==> src/rtl/seq_div32.sv <==
// Sequential signed divider: one quotient bit per clock via non-restoring division.
// Result is {remainder, quotient}; remainder follows the dividend's sign.
module seq_div32 #(
  parameter int WORD = 32
) (
  input  logic              clk,
  input  logic              clr,
  input  logic              start,
  input  logic [WORD-1:0]   dividend,
  input  logic [WORD-1:0]   divisor,
  output logic              busy,
  output logic              done,
  output logic              div_zero,
  output logic [2*WORD-1:0] out
);

  localparam int CW = $clog2(WORD);

  typedef enum logic [1:0] {IDLE, CALC, FIX} state_t;

  state_t          state, state_nxt;
  logic [WORD:0]   r;
  logic [WORD-1:0] q, d;
  logic [CW-1:0]   cnt;
  logic            qsign, rsign;
  logic            accept, zero_op;

  logic [WORD-1:0] abs_a, abs_b;
  logic [WORD:0]   r_sh, r_step;
  logic [WORD-1:0] q_step, r_fix, r_out, q_out;

  // |-2^31| wraps to 0x80000000, which is the correct unsigned magnitude
  assign abs_a = dividend[WORD-1] ? -dividend : dividend;
  assign abs_b = divisor[WORD-1]  ? -divisor  : divisor;

  // Add/subtract choice is made on the sign of R before the shift
  assign r_sh   = {r[WORD-1:0], q[WORD-1]};
  assign r_step = r[WORD] ? r_sh + {1'b0, d} : r_sh - {1'b0, d};
  assign q_step = {q[WORD-2:0], ~r_step[WORD]};

  // Restored remainder lies in [0, D), so the low WORD bits suffice
  assign r_fix = r[WORD] ? r[WORD-1:0] + d : r[WORD-1:0];
  assign r_out = rsign ? -r_fix : r_fix;
  assign q_out = qsign ? -q : q;

  assign busy = (state != IDLE);

  always_ff @(posedge clk or posedge clr) begin
    if (clr) state <= IDLE;
    else     state <= state_nxt;
  end

  always_comb begin
    state_nxt = state;
    accept    = 1'b0;
    zero_op   = 1'b0;
    case (state)
      IDLE: begin
        if (start) begin
          if (divisor == '0) begin
            zero_op = 1'b1;
          end else begin
            accept    = 1'b1;
            state_nxt = CALC;
          end
        end
      end
      CALC:    if (cnt == CW'(WORD-1)) state_nxt = FIX;
      FIX:     state_nxt = IDLE;
      default: state_nxt = IDLE;
    endcase
  end

  always_ff @(posedge clk or posedge clr) begin
    if (clr) begin
      r        <= '0;
      q        <= '0;
      d        <= '0;
      cnt      <= '0;
      qsign    <= 1'b0;
      rsign    <= 1'b0;
      done     <= 1'b0;
      div_zero <= 1'b0;
      out      <= '0;
    end else begin
      done <= 1'b0;
      if (accept) begin
        r     <= '0;
        q     <= abs_a;
        d     <= abs_b;
        cnt   <= '0;
        qsign <= dividend[WORD-1] ^ divisor[WORD-1];
        rsign <= dividend[WORD-1];
      end
      if (zero_op) begin
        out      <= {dividend, {WORD{1'b1}}};
        div_zero <= 1'b1;
        done     <= 1'b1;
      end
      if (state == CALC) begin
        r   <= r_step;
        q   <= q_step;
        cnt <= cnt + CW'(1);
      end
      if (state == FIX) begin
        out      <= {r_out, q_out};
        div_zero <= 1'b0;
        done     <= 1'b1;
      end
    end
  end

endmodule

==> config.mk <==
export PLATFORM = sky130hd
export DESIGN_NAME = seq_div32
export DESIGN_NICKNAME = d
export VERILOG_FILES = /design/src/rtl/seq_div32.sv
export SDC_FILE = /design/constraint.sdc
export NUM_CORES = 1
export LEC_CHECK = 0
export CAP_MARGIN = 10
export CORE_MARGIN = 2
export CORE_UTILIZATION = 45
export CTS_CLUSTER_DIAMETER = 30
export DETAILED_ROUTE_END_ITERATION = 10
export PLACE_DENSITY = 0.68
export SYNTH_ARGS = -nofsm -noshare
export SYNTH_HDL_FRONTEND = slang
export SYNTH_SLANG_ARGS = --single-unit
==> constraint.sdc <==
create_clock -name clk -period 6.5 [get_ports clk]
set_clock_uncertainty 0.2 [all_clocks]
set_input_delay 1.95 -clock clk [delete_from_list [all_inputs] [get_ports clk]]
set_output_delay 1.95 -clock clk [all_outputs]
set_load 0.005 [all_outputs]
# Yosys cells after proc, flatten, opt, wreduce, memory -nomap -nowiden
# Index checks and enable logic that the tools add are counted.
[op_classes]
bitwise_logic = 2
n_eq_ne = 6
mux = 28
addsub = 8
reduce_logical = 6
[ops]
columns = ["op", "count"]
rows = [
  ["two-way mux 32 bit", 7],
  ["two-way mux 64 bit", 2],
  ["negator 32 bit", 4],
  ["two-way mux 33 bit", 3],
  ["adder 33 x 32 -> 33 bit", 1],
  ["subtractor 33 x 32 -> 33 bit", 1],
  ["adder 32 bit", 1],
  ["zero test 32 bit", 1],
  ["two-way mux 1 bit", 10],
  ["two-way mux 5 bit", 2],
  ["two-way mux 2 bit", 3],
  ["!= test 2 bit, second input constant", 3],
  ["nonzero test 2 bit", 3],
  ["adder 5 x 1 -> 5 bit, second input constant", 1],
  ["equality test 5 bit, second input constant", 1],
  ["case mux 2 bit (2 select lines)", 1],
  ["AND reduction 3 bit", 1],
  ["equality test 2 x 1 -> 1 bit, second input constant", 1],
  ["equality test 2 bit, second input constant", 1],
  ["zero test 2 bit", 1],
  ["inverter 1 bit", 1],
  ["bitwise XOR 1 bit", 1],
]
[totals]
in_bits = 67
out_inout_bits = 67
elab_cells = 60
ff_bits = 172

# Longest topological paths before layout
# Gate-level depths: netlist of run 1.
[logic_depth]
ltp_word = 6
mapped_depth = 22
mapped_depth_nobuf = 20

# Worst setup path after synthesis of run 1
# Ideal clock, no wire load.
[synth_timing]
kind = "register -> register"
startpoint = "register r[32]"
endpoint = "register r[31]"
n_path_buf = 8
setup_ps = 82
arrival_ps = 5363
period_less_slack_ps = 5645
stages_incl_launch_ff = 21
setup_slack_ps = 855
cell_sequence = "dfrtp_1 buf_2 clkbuf_1 clkbuf_1 buf_2 buf_1 buf_1 clkbuf_1 clkbuf_1 nor2_1 xor2_1 ha_1 a21oi_1 o21bai_1 a221o_1 a311o_1 a211oi_1 o31a_1 nor2_1 or4_1 a31oi_1"
[synth_between]
elab_chain_len = 2
[synth_lines]
columns = ["element", "line_no", "rtl"]
rows = [
  ["start: declaration", "22", "logic [WORD:0] r;"],
  ["start signal: assignment", "101", "r <= r_step;"],
  ["two-way mux 33 bit", "38", "assign r_step = r[WORD] ? r_sh + {1'b0, d} : r_sh - {1'b0, d};"],
  ["two-way mux 33 bit", "100", "if (state == CALC) begin"],
]
# No other way between the ends.
# A chain may end at the register's enable or synchronous reset.

# Worst setup path in the final report of run 1
[layout_timing]
startpoint = "input divisor[8]"
endpoint = "register out[39]"
[layout_between]
elab_chain_len = 5
[layout_lines]
columns = ["element", "line_no", "rtl"]
rows = [
  ["start: declaration", "10", "input logic [WORD-1:0] divisor,"],
  ["zero test 32 bit", "60", "if (divisor == '0) begin"],
  ["two-way mux 1 bit", "60", ""],
  ["two-way mux 1 bit", "59", "if (start) begin"],
  ["two-way mux 1 bit", "57", "case (state)"],
  ["nonzero test 2 bit (no line)", "n/a", ""],
  ["end signal: assignment", "96", "out <= {dividend, {WORD{1'b1}}};"],
  ["end signal: assignment", "106", "out <= {r_out, q_out};"],
  ["end: declaration", "14", "output logic [2*WORD-1:0] out"],
]
# No other way between the ends.

==> out/qor.csv, run 1 <==
stage,metric,value,unit
worst_setup_path,Startpoint Class,input port,
routing,Via Count,12200,
yosys,Synth warnings,0,
worst_hold_path,worst hold path type,reg2reg,
clocking,CTS tree,done,
finish,ant diodes,0,
placed_design,dpl hpwl,26.1,mm
yosys,compound-cell area share of the yosys netlist,24.3,%
yosys,sequential fraction of the synthesis area,31.4,%
timing,Final Cycle Share,87.0,%
grt,vias in the first global route,11000,
clocking,CTS H-tree depth,4,
clocking,CTS Sinks,172,
worst_hold_path,hold endpoint,cnt[3],
worst_hold_path,hold path depth,1,
clocking,CTS root buf,clkbuf_16,
worst_setup_path,CP Data Arrival Time,5.76,ns
timing,Rel. slew slack,20.8,%
finish,post-route cell area,15900,sq um
clocking,post-CTS setup buffers,0,
timing,fmax,177,MHz
timing,setup violators final,0,
yosys,Post-Syn Instances,1607,
timing,final setup TNS,0,ns
floorplan,CORE AREA,29800,sq um
worst_hold_path,Worst Hold Launch,cnt[3],
routing,drt wl/cell,16.6,um
yosys,"EDFF count, synth",0,
finish,Layout area overhead,16.4,%
yosys,most common cell in the netlist,dfrtp_1,
routing,Post-Route WL,34.7,mm
yosys,Synth top area share,31.4,%
floorplan,I/O Pins,134,
placed_design,I/O Buffers,133,
timing,Final Hold Viols,0,
yosys,ys async rst share,100,%
run_status,status,"complete, no violations",
worst_setup_path,CP Class,in2reg,
yosys,largest family of logic cells by synthesized area,compound AO/OA/AOI/OAI gates,
yosys,leading cell types by count after synthesis,"dfrtp_1 (172), o21ai_0 (145), xor2_1 (131)",
floorplan,Die Footprint,31800,sq um
floorplan,die width,178,um
finish,# fillers,2766,
yosys,Synth Area in Adders,6.69,%
worst_setup_path,FF-to-FF setup slack,1.16,ns
power,Max VDD drop,0.282,mV
grt,largest net degree at the start of global routing,173,
timing,max-slew violations,0,
yosys,mux contribution to synthesized area,2.82,%
grt,Total GRT Usage,22.0,%
placed_design,placed insts,2061,
finish,Nets,1829,
yosys,Main synth FF type,dfrtp_1,
clocking,CTS Hold Buffers Added,0,
grt,first-pass GRT wire length,56.5,mm
finish,share of cells above drive strength 1,5.64,%
routing,DRC Markers,0,
yosys,Post-Synth XOR/XNOR Area,12.2,%
worst_setup_path,Worst Setup SP,divisor[8],
finish,Multi-input gate area,8930,sq um
routing,drt pass-1 iters,5,
worst_setup_path,reg2reg start,d[3],
yosys,mapped cell area,13700,sq um
worst_setup_path,Reg2Reg Depth,18,
yosys,Synth Register Bits,172,
power,power per cell area,619,nW/um^2
clocking,clk buf depth,2,
worst_setup_path,crit-path max FO,51,
floorplan,die height,178,um
clocking,Clock transition at path regs,0.08,ns
worst_setup_path,critical path data required time,6.60,ns
yosys,post-synthesis simple-gate area fraction,18.9,%
routing,vias per inst,5.82,
floorplan,Initial Util,46.0,%
clocking,CTS Buf Count,17,
timing,RSZ-0062 raised after global routing,false,
power,LEAKAGE,0.00654,uW
flow_run,total of max-cap violations,0,
timing,worst-margin pin slew,1.18,ns
yosys,syn_area_per_cell,8.52,sq um
clocking,clk_lat worst skew,0.43,ns
placed_design,Final GP Congestion,0.894,
grt,total congestion overflow,0,
worst_setup_path,worst r2r dst,q[0],
worst_setup_path,Critical Path End Type,flip-flop,
routing,Routed Antenna Nets,0,
yosys,Yosys cell types,87,
finish,Non-Filler Instances,2092,
routing,initial DRC count,875,
finish,area occupied by registers,4310,sq um
yosys,Mapped Nets,1746,
timing,Tmin final,5.66,ns
yosys,Yosys top cell by area,dfrtp_1,
yosys,cells taking the most area after synthesis,"dfrtp_1 (31%), xor2_1 (8.4%), ha_1 (6.4%)",
grt,initial antenna violation count,0,
placed_design,Post-DP Area,15400,sq um
floorplan,row cnt,63,
clocking,Post-CTS Resized,0,
[cells in the final DEF, fill, tap and decap left out, types with 14 or more instances in the layout]
| master | count |
|---|---|
| clkdlybuf4s50_1 | 133 |
| clkbuf_16 | 17 |
| nor2_1 | 113 |
| o21ai_0 | 145 |
| nand2b_1 | 24 |
| nand3_1 | 46 |
| a211oi_1 | 17 |
| ha_1 | 70 |
| nand4_1 | 14 |
| a21o_1 | 36 |
| dfrtp_1 | 171 |
| a21oi_1 | 119 |
| or3_1 | 18 |
| or4_1 | 22 |
| xnor2_1 | 60 |
| inv_1 | 37 |
| mux2i_1 | 26 |
| a31oi_1 | 23 |
| xor2_1 | 131 |
| nand2_1 | 130 |
| a221o_1 | 33 |
| nor3_1 | 58 |
| o31ai_1 | 32 |
[how the worst max path moves through the flow]
stage / to / slack, ns
after detailed placement: out[47] / 0.40
after global routing: q[0] / 0.29
after global placement: out[46] / 0.53
after floorplan: r[31] / 0.85
after CTS: out[39] / 0.85
final: out[39] / 0.84
[metal layers]
| layer | vias to the layer above | part of all wire, % | GRT usage, % |
|---|---|---|---|
| met5 | - | 0 | 0 |
| met4 | 0 | 1.3 | 5.18 |
| met3 | 24 | 5.2 | 3.03 |
| met2 | 304 | 44 | 35.0 |
| met1 | 5736 | 49 | 31.7 |
| li1 | 6103 | - | - |
[critical path, cell delays in order]
cell	delay [ns]
clkdlybuf4s50_1	0.47
nor4_2	0.34
nand2b_1	0.11
or3_1	0.36
nor2_1	0.10
nand2_1	0.14
or4_1	0.58
or4_1	0.66
nor2_4	0.22
buf_12	0.26
mux2_2	0.37
nand2_1	0.06
o21ai_0	0.10
[kinds of logic after synthesis]
family                   Yosys count
AND/OR/NAND/NOR                  507
AO/OA/AOI/OAI                    506
XOR/XNOR                         191
flip-flops                       172
buffers and inverters            122
adder cells (fa/ha/maj)           72
multiplexers                      37
[area by class of cell]
cell class	instances	area share, %
Multi-Input combinational cell	1313	56.0
Sequential cell	172	27.0
Timing Repair Buffer	148	9.37
Tap cell	390	3.06
Clock buffer	17	2.67
Clock inverter	14	0.942
Inverter	38	0.919
[stage by stage]
step	power (uW)	hold slack [ns]	util, %	worst slack, ns
after global placement	8640	0.284	51.6	0.528
after floorplan	7320	0.249	-	0.855
after global routing	10800	0.336	53.5	0.288
final	9860	0.312	53.5	0.844
after detailed placement	8780	0.294	51.6	0.403
after CTS	9840	0.310	53.5	0.852
[sequential cells by signal, summed over array words and instances (netlist names)]
name / flops
done: 1
d: 32
rsign: 1
div_zero: 1
r: 33
q: 32
cnt: 5
qsign: 1
state: 2
out: 64
[where the power goes]
| group | switching, uW | internal, uW | total [uW] | leakage [uW] |
|---|---|---|---|---|
| logic | 3730 | 2950 | 6680 | 0.00422 |
| registers | 650 | 1510 | 2160 | 0.00205 |
| clock network | 504 | 512 | 1020 | 0.000276 |
| total | 4890 | 4970 | 9860 | 0.00654 |
Power figures use the tool's default switching activity.
==> inputs of run 2 (changes only) <==
Settings changed: CORE_UTILIZATION 45 to 53, PLACE_DENSITY 0.68 to 0.78.
==> run 2 against run 1 <==
- clock-buffer cell count did not move
- power rose by 0.23%
- critical path depth fell by 1
- combinational power rose by 0.6%
- utilization rose by 9.3 points
- non-clock buffer count rose by 3
- sequential cell count did not move
- largest cell class unchanged
==> out/qor.csv, run 2 (synthesis results as in run 1) <==
stage,metric,value,unit,change
power,Sw Ratio,49.7,%,+0.13 points
clocking,CTS Hold Buffers Added,0,,unchanged
floorplan,CORE AREA,25300,sq um,-15%
clocking,CTS root buf,clkbuf_16,,
grt,initial antenna violation count,0,,unchanged
clocking,post-CTS setup buffers,0,,unchanged
timing,Tmin final,5.60,ns,-0.0566 ns
placed_design,I/O Buffers,133,,unchanged
finish,Layout area overhead,15.9,%,
worst_setup_path,crit-path max FO,89,,+75%
worst_hold_path,worst hold path type,reg2reg,,
finish,Nets,1832,,+0.16%
floorplan,I/O Pins,134,,unchanged
clocking,CTS tree,done,,
power,switching pwr,4910,uW,+0.49%
worst_setup_path,CP Data Arrival Time,5.73,ns,-0.03 ns
finish,Top Registers,"out: 64 flops, r: 33 flops",,
worst_hold_path,hold endpoint,cnt[3],,
floorplan,die height,165,um,-7.7%
power,Max VDD drop,0.251,mV,-11%
worst_setup_path,Critical Path End Type,flip-flop,,
finish,max FFs per register,64,,unchanged
clocking,clk_lat worst skew,0.43,ns,about the same
clocking,Clock transition at path regs,0.08,ns,about the same
routing,DRC Markers,0,,unchanged
floorplan,row cnt,58,,-7.9%
worst_hold_path,hold path depth,1,,unchanged
power,Clock Power Share,10.1,%,-0.2 points
worst_setup_path,CP Class,in2reg,,
timing,Rel. slew slack,30.7,%,+10 points
finish,share of cells above drive strength 1,5.81,%,+0.17 points
worst_setup_path,Reg2Reg Depth,18,,unchanged
timing,Final Cycle Share,86.2,%,-0.87 points
grt,largest net degree at the start of global routing,173,,unchanged
clocking,CTS Sinks,172,,unchanged
routing,drt wl/cell,16.9,um,+2.1%
finish,ant diodes,0,,unchanged
grt,vias in the first global route,11300,,+3.2%
floorplan,Initial Util,54.2,%,+8.3 points
power,Pint,4970,uW,about the same
run_status,status,"complete, no violations",,
grt,Total GRT Usage,25.5,%,+3.5 points
power,Logic pwr share,68.0,%,+0.2 points
worst_setup_path,Startpoint Class,input port,,
power,power per cell area,623,nW/um^2,+0.67%
power,LEAKAGE,0.00654,uW,about the same
routing,initial DRC count,1010,,+15%
routing,Via Count,12400,,+2.2%
floorplan,Die Footprint,27100,sq um,-15%
clocking,CTS H-tree depth,4,,unchanged
placed_design,dpl hpwl,26.0,mm,-0.39%
clocking,clk buf depth,2,,unchanged
routing,Routed Antenna Nets,0,,unchanged
worst_setup_path,critical path data required time,6.63,ns,+0.03 ns
worst_setup_path,worst r2r dst,q[0],,
flow_run,total of max-cap violations,0,,unchanged
timing,fmax,179,MHz,+1.0%
finish,"commonest non-fill, non-tap cell in the layout",dfrtp_1,,
finish,Final Core Density,62.8,%,+9.3 points
timing,RSZ-0062 raised after global routing,false,,
timing,max-slew violations,0,,unchanged
timing,setup violators final,0,,unchanged
worst_hold_path,Worst Hold Launch,cnt[3],,
floorplan,die width,165,um,-7.7%
routing,vias per inst,6.11,,+5.0%
routing,drt pass-1 iters,6,,+1
grt,first-pass GRT wire length,55.7,mm,-1.5%
power,Reg power frac,21.8,%,about the same
routing,Post-Route WL,34.4,mm,-0.72%
finish,Reg with most FFs,out,,
clocking,CTS Buf Count,17,,unchanged
timing,worst-margin pin slew,1.04,ns,-0.149 ns
placed_design,Final GP Congestion,0.919,,+2.7%
worst_setup_path,reg2reg start,d[3],,
grt,total congestion overflow,0,,unchanged
finish,most frequent cells in the layout,"dfrtp_1 (171), o21ai_0 (145), clkdlybuf4s50_1 (133)",,
clocking,Post-CTS Resized,0,,unchanged
timing,Final Hold Viols,0,,unchanged
timing,final setup TNS,0,ns,unchanged
worst_setup_path,FF-to-FF setup slack,0.94,ns,-0.22 ns
## run 2: cell count changes in the layout (fill, tap and decap cells not counted)
cell	previous run	this run
buf_4	11	15
buf_12	4	3
clkinvlp_4	3	4
inv_6	0	2
clkinv_4	4	2
inv_8	6	5
## run 2: worst max-delay path, cell delays in order
cell             delay (ns)
clkdlybuf4s50_1        0.46
nor4_2                 0.33
nand2b_1               0.12
or3_1                  0.36
nor2_1                 0.11
nand2_1                0.14
or4_1                  0.57
or4_1                  0.65
nand3_4                0.40
buf_12                 0.35
nand3_1                0.14
o21ai_0                0.12
## run 2: area by class of cell
| type | instances | area (sq um) |
|---|---|---|
| repair buffers | 151 | 1500 |
| clock inverters | 14 | 146 |
| flip-flops and latches | 172 | 4310 |
| multi-input cells | 1313 | 8930 |
| clock buffers | 17 | 425 |
| fillers | 2180 | 9390 |
| inverters | 38 | 146 |
| well taps | 330 | 413 |
## run 2: metrics by stage
| stage | instance area [sq um] | power, uW | instances | worst slack [ns] | hold slack, ns |
|---|---|---|---|---|---|
| 6_report | 15900 | 9880 | 2035 | 0.900 | 0.310 |
| 5_1_grt | 15900 | 10800 | 2035 | 0.457 | 0.326 |
| 4_1_cts | 15900 | 9820 | 2035 | 0.894 | 0.304 |
| 3_5_place_dp | 15300 | 8770 | 2004 | 0.464 | 0.293 |
| 3_3_place_gp | 15300 | 8550 | 2004 | 0.530 | 0.269 |
| 2_1_floorplan | 13700 | 7320 | 1607 | 0.855 | 0.249 |
## run 2: how the worst max path moves through the flow
stage,from,end,slack [ns],cells past startpoint
2_1_floorplan,r[32],r[31],0.85,20
3_3_place_gp,divisor[8],out[58],0.53,13
3_5_place_dp,divisor[8],r[31],0.46,12
4_1_cts,divisor[8],r[12],0.89,12
5_1_grt,d[3],q[0],0.46,18
6_report,divisor[8],r[12],0.90,12
## run 2: per-layer routing
| layer | share of wire, % | track usage [%] | wire, um |
|---|---|---|---|
| met5 | 0 | 0 | 0 |
| met4 | 1.8 | 7.11 | 618 |
| met3 | 5.4 | 3.39 | 1870 |
| met2 | 46 | 42.7 | 15900 |
| met1 | 47 | 34.6 | 16000 |
## run 2: power groups by stage
stage,clock network [uW],registers [uW],logic [uW]
2_1_floorplan,0,1880,5440
3_3_place_gp,0,2120,6430
3_5_place_dp,0,2150,6620
4_1_cts,1020,2130,6670
5_1_grt,1060,2210,7520
6_report,1000,2160,6720
